<file path="src/rtl/sig_monitor_pkg.sv">
// Shared encodings for the signal conflict monitor: lamp states, fault codes,
// control states and the timing defaults.
package sig_monitor_pkg;

  typedef enum logic [1:0] {
    ST_UNK = 2'd0,
    ST_GRN = 2'd1,
    ST_YLW = 2'd2,
    ST_RED = 2'd3
  } lamp_st_e;

  typedef enum logic {
    CTRL_ARMED   = 1'b0,
    CTRL_FAULTED = 1'b1
  } ctrl_st_e;

  localparam logic [2:0] FC_NONE      = 3'd0;
  localparam logic [2:0] FC_CONFLICT  = 3'd1;
  localparam logic [2:0] FC_LAMP      = 3'd2;
  localparam logic [2:0] FC_SEQ       = 3'd3;
  localparam logic [2:0] FC_SHORT_YLW = 3'd4;
  localparam logic [2:0] FC_SHORT_AR  = 3'd5;

  localparam int YMIN_DEF  = 3;
  localparam int ARMIN_DEF = 1;

  localparam logic [3:0] CNT_MAX = 4'hF;

  function automatic logic legal_step(lamp_st_e from_st, lamp_st_e to_st);
    return (from_st == ST_GRN && to_st == ST_YLW) ||
           (from_st == ST_YLW && to_st == ST_RED) ||
           (from_st == ST_RED && to_st == ST_GRN);
  endfunction

  function automatic logic [3:0] sat_inc(logic [3:0] v);
    return (v == CNT_MAX) ? v : v + 4'd1;
  endfunction

endpackage

</file>
<file path="src/rtl/sig_lamp_tracker.sv">
// Per-approach lamp tracker: follows the displayed colour, times yellow dwell
// and flags lamp faults and sequence/transition events for the monitor.
module sig_lamp_tracker
  import sig_monitor_pkg::*;
#(
  parameter int YMIN = YMIN_DEF
) (
  input  logic     clk,
  input  logic     clr,
  input  logic     grn,
  input  logic     ylw,
  input  logic     red,
  output lamp_st_e st,
  output logic     is_red,
  output logic     lamp_fault,
  output logic     seq_err,
  output logic     short_yel,
  output logic     red_to_grn
);

  localparam logic [3:0] YMIN_C = 4'(YMIN);

  lamp_st_e   st_q, st_d, col;
  logic [3:0] dwell_q, dwell_d;
  logic       inv_q, inv_d;
  logic       valid, chg;

  always_comb begin
    valid      = $onehot({grn, ylw, red});
    col        = grn ? ST_GRN : (ylw ? ST_YLW : ST_RED);
    st_d       = valid ? col : st_q;
    chg        = valid && (st_q != ST_UNK) && (col != st_q);
    seq_err    = chg && !legal_step(st_q, col);
    short_yel  = chg && (st_q == ST_YLW) && (col == ST_RED) && (dwell_q < YMIN_C);
    red_to_grn = chg && (st_q == ST_RED) && (col == ST_GRN);
    is_red     = valid && red;
    inv_d      = !valid;
    lamp_fault = inv_q && !valid;
    // dwell counts the loading edge, so entering yellow starts at 1
    if (st_d == ST_YLW) begin
      dwell_d = (st_q == ST_YLW) ? sat_inc(dwell_q) : 4'd1;
    end else begin
      dwell_d = 4'd0;
    end
  end

  always_ff @(posedge clk) begin
    if (clr) begin
      st_q    <= ST_UNK;
      dwell_q <= 4'd0;
      inv_q   <= 1'b0;
    end else begin
      st_q    <= st_d;
      dwell_q <= dwell_d;
      inv_q   <= inv_d;
    end
  end

  assign st = st_q;

endmodule

</file>
<file path="src/rtl/sig_monitor.sv">
// Two-approach signal conflict monitor: all-red timing, fault priority and the
// latched fault FSM.
//   state        | meaning
//   CTRL_ARMED   | watching for violations, no fault latched
//   CTRL_FAULTED | fault latched, FCODE frozen until ACK with both approaches red
module sig_monitor
  import sig_monitor_pkg::*;
#(
  parameter int YMIN  = YMIN_DEF,
  parameter int ARMIN = ARMIN_DEF
) (
  input  logic       CK,
  input  logic       CLR,
  input  logic       GRN1,
  input  logic       YLW1,
  input  logic       RED1,
  input  logic       GRN2,
  input  logic       YLW2,
  input  logic       RED2,
  input  logic       TEST,
  input  logic       ACK,
  output logic       FAULT,
  output logic [2:0] FCODE,
  output logic       FLASH,
  output logic [1:0] ST1,
  output logic [1:0] ST2
);

  localparam logic [3:0] ARMIN_C = 4'(ARMIN);

  lamp_st_e   st1, st2;
  logic       red_a1, red_a2;
  logic       lf1, lf2, se1, se2, sy1, sy2, rg1, rg2;
  ctrl_st_e   state_q, state_d;
  logic [2:0] fcode_q, fcode_d;
  logic [3:0] ar_q, ar_d;
  logic       both_red, conflict, short_ar;
  logic [2:0] viol_code;

  sig_lamp_tracker #(.YMIN(YMIN)) u_trk1 (
    .clk(CK), .clr(CLR), .grn(GRN1), .ylw(YLW1), .red(RED1),
    .st(st1), .is_red(red_a1), .lamp_fault(lf1), .seq_err(se1),
    .short_yel(sy1), .red_to_grn(rg1)
  );

  sig_lamp_tracker #(.YMIN(YMIN)) u_trk2 (
    .clk(CK), .clr(CLR), .grn(GRN2), .ylw(YLW2), .red(RED2),
    .st(st2), .is_red(red_a2), .lamp_fault(lf2), .seq_err(se2),
    .short_yel(sy2), .red_to_grn(rg2)
  );

  always_comb begin
    both_red = red_a1 && red_a2;
    ar_d     = both_red ? sat_inc(ar_q) : 4'd0;
    conflict = (GRN1 || YLW1) && (GRN2 || YLW2);
    short_ar = (rg1 || rg2) && (ar_q < ARMIN_C);

    // lowest code wins; TEST only masks the timing checks
    if (conflict)                  viol_code = FC_CONFLICT;
    else if (lf1 || lf2)           viol_code = FC_LAMP;
    else if (se1 || se2)           viol_code = FC_SEQ;
    else if (!TEST && (sy1 || sy2)) viol_code = FC_SHORT_YLW;
    else if (!TEST && short_ar)    viol_code = FC_SHORT_AR;
    else                           viol_code = FC_NONE;

    state_d = state_q;
    fcode_d = fcode_q;
    case (state_q)
      CTRL_ARMED: begin
        if (viol_code != FC_NONE) begin
          state_d = CTRL_FAULTED;
          fcode_d = viol_code;
        end
      end
      CTRL_FAULTED: begin
        if (ACK && both_red) begin
          state_d = CTRL_ARMED;
          fcode_d = FC_NONE;
        end
      end
      default: begin
        state_d = CTRL_ARMED;
        fcode_d = FC_NONE;
      end
    endcase
  end

  always_ff @(posedge CK) begin
    if (CLR) begin
      state_q <= CTRL_ARMED;
      fcode_q <= FC_NONE;
      ar_q    <= 4'd0;
    end else begin
      state_q <= state_d;
      fcode_q <= fcode_d;
      ar_q    <= ar_d;
    end
  end

  assign FAULT = (state_q == CTRL_FAULTED);
  assign FLASH = FAULT;
  assign FCODE = fcode_q;
  assign ST1   = st1;
  assign ST2   = st2;

endmodule

</file>
<file path="config.mk">
export PLATFORM = sky130hd
export DESIGN_NAME = sig_monitor
export DESIGN_NICKNAME = d
export VERILOG_FILES = /design/src/rtl/sig_monitor_pkg.sv /design/src/rtl/sig_lamp_tracker.sv /design/src/rtl/sig_monitor.sv
export SDC_FILE = /design/constraint.sdc
export NUM_CORES = 1
export LEC_CHECK = 0
export CORE_UTILIZATION = 45
export DETAILED_ROUTE_END_ITERATION = 10
export GPL_TIMING_DRIVEN = 1
export PLACE_DENSITY = 0.74
export SLEW_MARGIN = 5
export SYNTH_ARGS = -nofsm -noshare
export SYNTH_HDL_FRONTEND = slang
export SYNTH_SLANG_ARGS = --single-unit
</file>
<file path="constraint.sdc">
create_clock -name CK -period 7.1 [get_ports CK]
set_input_delay 2.13 -clock CK [delete_from_list [all_inputs] [get_ports CK]]
set_output_delay 2.13 -clock CK [all_outputs]
set_load 0.005 [all_outputs]
</file>
## Word-level counts from Yosys, hierarchy flattened

Cells that the tools add are included.

- Add/sub/neg operators: 7
- Multipliers: 0
- Div/mod/pow operators: 0
- Magnitude comparators: 3
- Equal/unequal tests: 25
- Shift operators: 0
- Mux-type cells: 21
- Bitwise operators: 6
- Reductions and logical operators: 56

Operators with widths:

| operator | number |
|---|---|
| $logic_and 1x1->1 | 32 |
| $mux 3 | 7 |
| $eq 2x2->1 const B | 10 |
| $add 4x1->4 const B | 3 |
| $eq 2x1->1 const B | 6 |
| $eq 4x4->1 const B | 3 |
| $logic_or 1x1->1 | 10 |
| $lt 4x2->1 const B | 2 |
| $mux 1 | 8 |
| $mux 2 | 4 |
| $ne 2x2->1 const B | 3 |
| $not 1->1 | 6 |
| $pmux 3 s2 | 1 |
| $reduce_or 2->1 | 3 |
| $reduce_or 3->1 | 2 |
| $logic_not 1->1 | 5 |
| $add 1x1->2 | 2 |
| $add 2x1->2 | 2 |
| $lt 4x1->1 const B | 1 |
| $ne 2x2->1 | 2 |
| $reduce_bool 2->1 | 2 |
| $reduce_bool 3->1 | 1 |
| $ne 2x1->1 const B | 1 |
| $pmux 1 s2 | 1 |
| $reduce_and 2->1 | 1 |

- Register bits after elaboration: 22
- Latch bits: 0
- Memory bits (writable): 0
- Memory bits (read-only): 0
- Memories kept: 0

## Depth between registers and ports, before layout

- Depth in word-level cells: 18
- Depth in mapped cells: 8

## Hierarchy

From an unflattened synthesis, not the netlist that was laid out.

- Cell total of the unflattened synthesis: 152
- Area, all modules: 1292.5 sq um

Modules (own cells, without submodules):

| module | times used | cells each | area each (sq um) | sequential area each (sq um) |
|---|---|---|---|---|
| sig_lamp_tracker | 2 | 50 | 420.4 | 140.1 |
| sig_monitor | 1 | 52 | 451.7 | 160.2 |

## Worst setup path after synthesis

Ideal clock, no wire load.

- Path type: input-to-reg
- Start point: in GRN1
- End point: reg fcode_q[1] (netlist: FCODE[1])
- Library setup time: 0.059 ns
- Arrival time: 4.193 ns
- Required time: 7.041 ns
- Setup slack: 2.849 ns
- Stages on the path: 7
- Path buffers: 0
- Cells stage by stage: fa_1 -> nor4bb_1 -> a222oi_1 -> a21bo_2 -> or4b_4 -> a21oi_4 -> a22o_1

- Word-level cells in the longest chain between the ends: 17
- Elaborated cells between the ends (all ways): 46
- Those cells by class: 1 x add/sub; 7 x eq/ne; 8 x mux; 30 x reduce/logical

RTL lines:

| what | line | RTL |
|---|---|---|
| from (decl) | sig_monitor.sv:14 | `input logic GRN1,` |
| $add 2x1->2 (not written as such) | sig_lamp_tracker.sv:29 | `valid = $onehot({grn, ylw, red});` |
| $eq 2x1->1 | sig_lamp_tracker.sv:29 |  |
| $logic_and 1x1->1 (2 in a row) | sig_lamp_tracker.sv:32 | `chg = valid && (st_q != ST_UNK) && (col != st_q);` |
| $logic_and 1x1->1 (2 in a row) | sig_lamp_tracker.sv:35 | `red_to_grn = chg && (st_q == ST_RED) && (col == ST_GRN);` |
| $logic_or 1x1->1 | sig_monitor.sv:56 | `short_ar = (rg1 \|\| rg2) && (ar_q < ARMIN_C);` |
| $logic_and 1x1->1 | sig_monitor.sv:56 |  |
| $logic_and 1x1->1 | sig_monitor.sv:63 | `else if (!TEST && short_ar) viol_code = FC_SHORT_AR;` |
| $mux 3 | sig_monitor.sv:63 |  |
| $mux 3 | sig_monitor.sv:62 | `else if (!TEST && (sy1 \|\| sy2)) viol_code = FC_SHORT_YLW;` |
| $mux 3 | sig_monitor.sv:61 | `else if (se1 \|\| se2) viol_code = FC_SEQ;` |
| $mux 3 | sig_monitor.sv:60 | `else if (lf1 \|\| lf2) viol_code = FC_LAMP;` |
| $mux 3 | sig_monitor.sv:59 | `if (conflict) viol_code = FC_CONFLICT;` |
| $reduce_bool 3->1 | sig_monitor.sv:70 | `if (viol_code != FC_NONE) begin` |
| $ne 2x2->1 (no source line) | - |  |
| $reduce_and 2->1 (no source line) | - |  |
| to (signal assigned) | sig_monitor.sv:95 | `fcode_q <= fcode_d;` |
| to (decl) | sig_monitor.sv:35 | `logic [2:0] fcode_q, fcode_d;` |

Several ways; a longest one is shown, not always the timed one. The select of a mux whose other input is x is not followed.
A chain may end at the register's enable or synchronous reset.

## Worst setup path after layout

Ends and elaborated chain as after synthesis.

==> metrics.md <==
| Metric | Value |
|---|---|
| # DRC | `0` |
| PortBufs | `18` |
| Post-synth EDFFs | `0` |
| Post-DP HPWL | `2170 um` |
| DR vias/cell | `5.85` |
| GP Congestion | `0.868` |
| F_max | `0.214 GHz` |
| Clock Skews | `0.00292 ns` |
| Reg clk slew, reported paths | `0.13 ns` |
| Die Wd | `54.4 um` |
| DIE AREA | `2960 um^2` |
| # nets final | `178` |
| Top cells by area, synth | `dfxtp_1 36%, nor2_1 6.4%, ha_1 4.1%` |
| Final hold slack | `0.481 ns` |
| Post-Synth XOR/XNOR Area | `2.84%` |
| GR Util All Layers | `23.4%` |
| Setup TNS | `0 ns` |
| Chip height | `54.4 um` |
| Hold buffers post-CTS | `0` |
| Post-synthesis mux area share | `2.43%` |
| Synth warnings | `0` |
| Max-slew headroom | `67.9%` |
| Synthesized-area fraction occupied by and/or/nand/nor cells | `32.7%` |
| Power density cells | `181 nW/um^2` |
| Slew @ Worst Pin | `0.480 ns` |
| Syn avg cell area | `8.76 um^2` |
| Row Count | `18` |
| CP startpoint kind | `input pin` |
| Hold depth | `1` |
| Final Hold Vio Count | `0` |
| Post-synthesis async set-or-reset flop share | `0%` |
| Post-synthesis sequential area ratio | `35.7%` |
| P&R area growth vs syn | `19.4%` |
| Final setup fails | `0` |
| CP Data Arrival Time | `4.95 ns` |
| Root Buffer | `clkbuf_4` |
| DRT Wirelength | `2820 um` |
| Status | `finished clean` |
| Worst-path maximum fanout | `7` |
| Reg2Reg Capture Point | `FCODE[1]$_SDFFE_PP0P_` |
| Synth Area in Adders | `7.29%` |
| CTS tree | `done` |
| Synthesized flop and latch total | `22` |
| R2R Path Start | `u_trk1.st[1]$_SDFF_PP0_` |
| Synth Net Count | `157` |
| VDD IR max | `0.114 mV` |
| Share of the synthesized area in the top cell type | `35.7%` |
| First-pass GRT wire length | `4810 um` |
| Num CTS Buffers | `3` |
| Reg2reg path depth | `6` |
| DR iter-0 viols | `28` |
| Pin count of the biggest net entering global routing | `13` |
| Overflow after GRT | `0` |
| Hold Path Sink | `FCODE[2]$_SDFFE_PP0P_` |
| Routed vias | `1,118` |
| Wire per inst | `14.8 um` |
| Final period util | `66.0%` |
| Hold_sp | `FCODE[2]$_SDFFE_PP0P_` |
| Worst reg-to-reg setup slack | `5.00 ns` |
| Placed Area | `1440 um^2` |
| Pre-Repair DR Iteration Count | `4` |
| Share of cells above drive strength 1 | `8.70%` |
| Worst EP required | `7.37 ns` |
| Largest family of logic cells by synthesized area | `simple AND/OR/NAND/NOR gates` |
| CP Class | `input pin to flip-flop` |
| CTS resizes | `0` |
| Post-route antenna net violation count | `0` |
| Synthesized instance count | `141` |
| Leakage | `0.564 nW` |
| Netlist cell types | `43` |
| Max-cap violations | `0` |
| Antenna violations before repair | `0` |
| Synthesized area | `1230 um^2` |
| Clk sink count | `22` |
| Post-synth top flop | `dfxtp_1` |
| Vias in the first global route | `1,102` |
| Post-synthesis compound-gate area fraction | `15.4%` |
| Post-CTS setup buffers | `0` |
| Worst skew pair latency | `0.31 ns` |
| Final Critical Period | `4.68 ns` |
| H-tree depth | `1` |
| Top-Level Pins | `19` |
| Crit. End Element | `flip-flop` |
| Worst Hold Class | `flip-flop to flip-flop` |
| Design area | `1470 um^2` |
| Leading area contributor after synthesis | `dfxtp_1` |
| Core ar. | `2540 um^2` |
| Max-slew violation count | `0` |
| Unrepaired setup endpoints after global routing | `false` |
| CTS max path bufs | `2` |
| Number of antenna diodes | `0` |
| Crit path launch | `GRN1` |
| Initial Utilization | `48.5%` |
## Yosys cell counts, types with 2 or more instances
library cell	number
xnor2_1	4
nand2_1	7
nor3b_1	2
a211oi_1	3
nor2_1	21
nand2b_4	2
o2bb2ai_1	2
a21oi_1	8
nor2b_1	2
a31oi_1	5
o21ai_0	2
dfxtp_1	22
inv_1	8
nand3_1	6
nand2b_1	2
or4_1	2
buf_4	2
nand4_1	3
nor3_1	5
ha_1	4
a22oi_1	2
fa_1	2
nor4_1	3
mux2i_1	3
## metal layers
metal  wire length [um]  share of wire (%)  GRT usage [%]
met1               1300                 46           27.3
met2               1390                 49           40.2
met3                111                3.9           6.94
met4                 19               0.67           8.12
met5                  0                  0              0
## flip-flops by register name (all words and copies together) (netlist names)
| register | flops |
|---|---|
| ar_q | 4 |
| u_trk1.dwell_q | 4 |
| u_trk2.dwell_q | 4 |
| FCODE | 3 |
| u_trk1.st | 2 |
| u_trk2.st | 2 |
| FAULT | 1 |
| u_trk1.inv_q | 1 |
| u_trk2.inv_q | 1 |
## cell families (layout without fill, tap and decap cells)
group           Yosys count  count (layout)
simple gates             69              69
compound gates           27              27
flops                    22              22
buf+inv                  10              30
fa+ha+maj                 6               6
xor+xnor                  4               4
mux                       3               3
## worst max-delay path, stage by stage
cell	delay, ns
clkdlybuf4s50_1	0.54
fa_1	0.61
nor4bb_1	0.20
a222oi_1	0.30
a21bo_2	0.28
or4b_4	0.56
a21oi_4	0.16
a22o_1	0.16
## through the flow
step	cells	total power, mW	setup WS, ns	utilization [%]
final	191	0.267	2.42	57.9
after global routing	191	0.281	2.33	57.9
after CTS	191	0.268	2.43	57.9
after detailed placement	187	0.198	2.09	56.5
after floorplan	141	0.174	2.85	-
after global placement	187	0.196	2.19	56.5
## final cells by class
class | instances | area (um^2)
Clock buffer | 4 | 36.3
Fill cell | 243 | 1070
Inverter | 8 | 30.0
Multi-Input combinational cell | 109 | 749
Sequential cell | 22 | 440
Tap cell | 30 | 37.5
Timing Repair Buffer | 18 | 180
## layout by cell type (no fill, tap or decap), types with 2 or more instances in the layout
cell             count
nand2_1              7
xnor2_1              4
mux2i_1              3
nor2b_1              2
nor3_1               5
nand3_1              6
nor3b_1              2
ha_1                 4
dfxtp_1             22
a21oi_1              8
a31oi_1              5
nand2b_1             2
or4_1                2
nor4_1               3
clkbuf_4             3
nor2_1              21
a22oi_1              2
o21ai_0              2
fa_1                 2
o2bb2ai_1            2
clkdlybuf4s50_1     18
a211oi_1             3
nand2b_4             2
nand4_1              3
inv_1                8
## how the worst max path moves through the flow
stage | slack [ns] | cells after the start | endpoint
final | 2.42 | 8 | FCODE[1]$_SDFFE_PP0P_
after global routing | 2.33 | 8 | FCODE[2]$_SDFFE_PP0P_
after CTS | 2.43 | 8 | FCODE[1]$_SDFFE_PP0P_
after detailed placement | 2.09 | 8 | FCODE[1]$_SDFFE_PP0P_
after global placement | 2.19 | 8 | FCODE[1]$_SDFFE_PP0P_
after floorplan | 2.85 | 7 | FCODE[1]$_SDFFE_PP0P_
## report_power, final
group,leakage (nW),total [mW],switching (mW),internal [mW]
clock network,0.0210,0.0705,0.0392,0.0313
registers,0.180,0.138,0.00793,0.130
logic,0.364,0.0584,0.0277,0.0308
Note: power is estimated with default switching activity, not from simulation.
